==> src/rtl/decode_issue.sv <==
// Decode/issue stage: 8x19 register file, hazard stall, S2 writeback bypass, LDI handling.
// Optional DECODE_STATS_EN adds issue_cnt/stall_cnt performance counters.
module decode_issue (
  input  logic        clk,
  input  logic        reset,
  input  logic        instr_valid,
  input  logic [18:0] instr,
  output logic        instr_ready,
  output logic [5:0]  opcode,
  output logic [18:0] r2,
  output logic [18:0] r3,
  output logic [2:0]  imm,
  output logic        aluen,
  input  logic [18:0] alu_r1,
  input  logic [7:0]  alu_flag,
  output logic [7:0]  flag_q,
  input  logic [2:0]  dbg_rsel,
  output logic [18:0] dbg_rdata
`ifdef DECODE_STATS_EN
  ,
  output logic [15:0] issue_cnt,
  output logic [15:0] stall_cnt
`endif
);

  localparam int         STAGES = 2;
  localparam logic [5:0] OP_NOP = 6'b000000;
  localparam logic [5:0] OP_LDI = 6'b111110;

  typedef struct packed {
    logic [5:0] op;
    logic [2:0] rd;
    logic [2:0] rs2;
    logic [2:0] rs3;
    logic [2:0] imm;
    logic       rsvd;
  } instr_t;

  instr_t            dec;
  logic [7:0][18:0]  rf;
  logic [STAGES:1]   vld_pipe;
  logic [2:0]        s1_rd, s2_rd;
  logic              is_ldi, is_alu, stall, accept, issue, wb;
  logic [18:0]       op2, op3;
  logic              unused_rsvd;

  assign dec         = instr_t'(instr);
  assign unused_rsvd = dec.rsvd;
  assign is_ldi      = (dec.op == OP_LDI);
  assign is_alu      = (dec.op != OP_NOP) && !is_ldi;

  // S1 result is not yet available for bypass; hold RAW readers and LDI WAW writers one cycle
  assign stall = vld_pipe[1] && (s1_rd != '0) &&
                 ((is_alu && (dec.rs2 == s1_rd || dec.rs3 == s1_rd)) ||
                  (is_ldi && dec.rd == s1_rd));

  assign instr_ready = !stall;
  assign accept      = instr_valid && instr_ready;
  assign issue       = accept && is_alu;
  assign wb          = vld_pipe[STAGES] && (s2_rd != '0);

  assign op2 = (wb && s2_rd == dec.rs2) ? alu_r1 : rf[dec.rs2];
  assign op3 = (wb && s2_rd == dec.rs3) ? alu_r1 : rf[dec.rs3];

  assign aluen     = vld_pipe[1];
  assign dbg_rdata = rf[dbg_rsel];

  always_ff @(posedge clk or negedge reset) begin
    if (!reset) begin
      vld_pipe <= '0;
      s1_rd    <= '0;
      s2_rd    <= '0;
      opcode   <= '0;
      r2       <= '0;
      r3       <= '0;
      imm      <= '0;
      flag_q   <= '0;
      rf       <= '0;
    end else begin
      vld_pipe <= {vld_pipe[STAGES-1:1], issue};
      s2_rd    <= s1_rd;
      if (issue) begin
        s1_rd  <= dec.rd;
        opcode <= dec.op;
        r2     <= op2;
        r3     <= op3;
        imm    <= dec.imm;
      end
      if (vld_pipe[STAGES]) flag_q <= alu_flag;
      if (wb) rf[s2_rd] <= alu_r1;
      // LDI is younger than the S2 writeback, so it is ordered last and wins a same-rd collision
      if (accept && is_ldi && dec.rd != '0) rf[dec.rd] <= {10'b0, instr[9:1]};
    end
  end

`ifdef DECODE_STATS_EN
  always_ff @(posedge clk or negedge reset) begin
    if (!reset) begin
      issue_cnt <= '0;
      stall_cnt <= '0;
    end else begin
      if (aluen) issue_cnt <= issue_cnt + 16'd1;
      if (instr_valid && !instr_ready) stall_cnt <= stall_cnt + 16'd1;
    end
  end
`endif

endmodule
==> config.mk <==
export PLATFORM = sky130hd
export DESIGN_NAME = decode_issue
export DESIGN_NICKNAME = d
export VERILOG_FILES = /design/src/rtl/decode_issue.sv
export SDC_FILE = /design/constraint.sdc
export NUM_CORES = 1
export LEC_CHECK = 0
export ABC_AREA = 0
export CAP_MARGIN = 0
export CORE_ASPECT_RATIO = 1.25
export CORE_MARGIN = 2
export CORE_UTILIZATION = 45
export CTS_BUF_LIST = sky130_fd_sc_hd__clkbuf_16
export DETAILED_ROUTE_END_ITERATION = 10
export GPL_ROUTABILITY_DRIVEN = 0
export PLACE_DENSITY = 0.75
export SYNTH_ARGS = -nofsm -noshare
export SYNTH_HDL_FRONTEND = slang
export SYNTH_SLANG_ARGS = --single-unit
==> constraint.sdc <==
create_clock -name clk -period 2.5 [get_ports clk]
set_clock_uncertainty 0.15 [all_clocks]
set_input_delay 0.375 -clock clk [delete_from_list [all_inputs] [get_ports clk]]
set_output_delay 0.375 -clock clk [all_outputs]
set_load 0.005 [all_outputs]
==> run metrics, run 1 <==
Reg2Reg Depth=6; Tmin final=2.48 ns; Slew Limit Fails=0; Starting Density=0.455; final hold violations=0; top post-synthesis cells by count=nand2_1 (247), dfrtp_1 (215), mux2_2 (153), mux4_2 (114), clkbuf_1 (74); Peak VDD IR=around 0.00053 V; cell taking the most area after synthesis=dfrtp_1; delay-heaviest family, CP=multiplexers; antenna cells=0; vias per cell=6.22; Worst Max-Slew Pin Slew=0.599 ns; reg2reg end=r3[3]$_DFFE_PN0P_; total number of vias=10.7k; non-filler instance count after layout=1718; TritonCTS Buffers=22; CTS clk-pin slew, worst paths=approximately 0.07 ns; I/O pin count=128; Synth top area share=0.419; global-route wire length before repair=61.3 mm; post-route clock period utilization=0.991; Crit-path slowest cell=mux4_2; dpl ws=-0.421 ns; FP Rows=69; hpwl dp=about 25 mm; full die area=29900 sq um; worst endpoint required time=roughly 2.0 ns; layout cells sized above 1=0.383; slew margin rel.=0.599; CTS HTree Levels=1; register area=approximately 5400 sq um; Die Ht=193 um; Layout Nets=1399; CTS tree=yes; Total GRT Usage=0.268; Port Buffers=approximately 130; final setup fails=0; first-iteration detailed-routing DRC count=1141; leakage=about 7.1 nW; CP max stage delay=0.48 ns; vias in the first global route=11.1k; final wirelength=around 40 mm; Async SR Flop Fraction=1.00; fill count=~2.1k; Buf/Inv on CP=1; GR Overflow Total=0; Post-Synthesis Cell Area=12800 sq um; Worst Hold Class=input port to async pin; Reg2Reg Setup Slack=~0.16 ns; critical path arrival=1.95 ns; detailed-route wire length per cell=about 24 um; Netlist cell types=40; Core Region=~28000 sq um; Warnings, synthesis=0; Primary FF master, synth=dfrtp_1; Synth Net Count=1174; CTS max path bufs=3; Post-DRT Antenna Nets=0; Yosys reg bits=215; cells taking the most area after synthesis=dfrtp_1 (42%), mux4_2 (20%), mux2_2 (13%), nand2_1 (7.2%), a21oi_1 (2.7%); crit-path cells=mux4_2 > mux2_4 > dlygate4sd2_1; EDFF count, synth=0; PnR worst setup slack=0.0231 ns; Mean Syn Cell Area=11.4 sq um; Critical Path Fanout Max=4; WS Path Type=register to output pin; max-cap viol count=0; area taken by multi-input logic gates=6980 sq um; number of cells on the critical path=3; sequential share of the synthesized area=0.419; final routed DRC violation total=0; CTS sink cnt=215; Die X=around 160 um; area growth from synthesis to layout=28.6%; pin count of the biggest net entering global routing=60; Mapped Cells=1122; DRT Pass-1 Iters=7; initial antenna violation count=0; Fmax achieved=0.404 GHz; most frequent cell after synthesis=nand2_1; status=complete, no violations; placed cells=approximately 1.6k; CP endpoint kind=output pin; r2r startpoint=s2_rd[2]$_DFF_PN0_; Clk Latency, worst-skew pair=around 0.5 ns; Clock Tree Root=clkbuf_16; Startpoint Class=register; pwr dens=1030 nW/um^2
worst reg2reg max path: cells and delay by family, from the launching register on:
kind / cells / cell delay, ns
DFF: 1 / 0.51
muxes: 2 / 0.67
buffers and inverters: 1 / 0.25
AOI/OAI and AO/OA: 2 / 0.39
and+or+nand+nor: 1 / 0.26
flip-flops by register name, indices dropped and copies added (netlist names):
| signal | flops |
|---|---|
| rf | 152 |
| r2 | 19 |
| r3 | 19 |
| flag_q | 8 |
| opcode | 6 |
| imm | 3 |
| s1_rd | 3 |
| s2_rd | 3 |
| vld_pipe | 2 |
through the flow:
step           hold slack [ns]   util  TNS [ns]  instance area, sq um  power (mW)
6_report                 0.266  0.585         0                 16500        17.1
3_5_place_dp             0.244  0.528    -21.31                 14900        12.4
5_1_grt                  0.283  0.585   -0.0869                 16500        17.9
2_1_floorplan          -0.0706      -         0                 12800        9.84
4_1_cts                  0.260  0.578   -0.0700                 16300        16.7
3_3_place_gp             0.241  0.528    -18.87                 14900        12.1
cells in the final DEF (no fill, tap or decap), drive strengths merged, types with 2 or more instances in the layout:
cell / n
clkbuf: 25
nand2: 247
o22ai: 2
nand2b: 4
o21ai: 29
dfrtp: 215
a32oi: 2
nor2b: 5
xnor2: 10
clkdlybuf4s15: 8
nor2: 49
nor3: 4
mux4: 114
nor4: 2
mux2: 153
clkinv: 8
a31oi: 36
xor2: 3
dlygate4sd2: 11
or3: 2
bufinv: 3
a21oi: 70
nand3: 12
clkdlybuf4s50: 99
nand4: 5
inv: 8
mux2i: 27
buf: 198
timing repair:
action / 4_1_cts / 5_1_grt
resized for setup: 35 / 19
hold endpoints to repair: 53 / 0
pin swaps: 2 / 2
hold buffers: 1 / 0
setup buffers: 85 / 19
endpoints found under the setup margin: 20 / 12
worst max-delay path by stage:
stage / startpoint / end / slack (ns)
floorplan: instr[9] / r2[0]$_DFFE_PN0P_ / 0.12
global placement: instr[15] / instr_ready / -0.39
detailed placement: instr[15] / instr_ready / -0.42
CTS: s1_rd[2]$_DFFE_PN0P_ / instr_ready / -0.07
global route: s1_rd[1]$_DFFE_PN0P_ / instr_ready / -0.08
finish: rf[122]$_DFF_PN0_ / dbg_rdata[8] / 0.02
layout make-up:
cell class,count,share of cell area
Clock inverter,17,0.00978
Multi-Input combinational cell,786,0.423
Clock buffer,23,0.0349
Sequential cell,215,0.326
Timing Repair Buffer,319,0.179
Tap cell,355,0.0269
Inverter,3,0.000682
cell families after synthesis:
| group | count (synthesis) | synth area share |
|---|---|---|
| muxes | 294 | 0.355 |
| DFF | 215 | 0.419 |
| and+or+nand+nor | 336 | 0.110 |
| xor gates and xnor gates | 13 | 0.00887 |
| AOI/OAI and AO/OA | 143 | 0.0630 |
| buffers and inverters | 121 | 0.0438 |
layer usage:
metal	up-vias	track usage	wire [um]
met5	-	0	0
met4	0	0.176	2570
met3	186	0.0422	3300
met2	691	0.474	20700
met1	5297	0.301	13900
li1	4514	-	-
where the power goes:
part / leakage, nW / switching [mW] / total (mW) / internal [mW]
sequential: 2.62 / 1.10 / 6.05 / 4.94
combinational: 4.13 / 2.86 / 7.61 / 4.75
clock: 0.376 / 1.42 / 3.40 / 1.98
Note: power is estimated with default switching activity, not from simulation.
==> inputs of run 2 (changes only) <==
--- a/config.mk
+++ b/config.mk
@@ -6,6 +6,7 @@
 export NUM_CORES = 1
 export LEC_CHECK = 0
 export ABC_AREA = 0
+export ABC_CLOCK_PERIOD_IN_PS = 2500
 export CAP_MARGIN = 0
 export CORE_ASPECT_RATIO = 1.25
 export CORE_MARGIN = 2
==> results of run 2 <==
The final DEF is identical to that of run 1; final timing and power are the same.
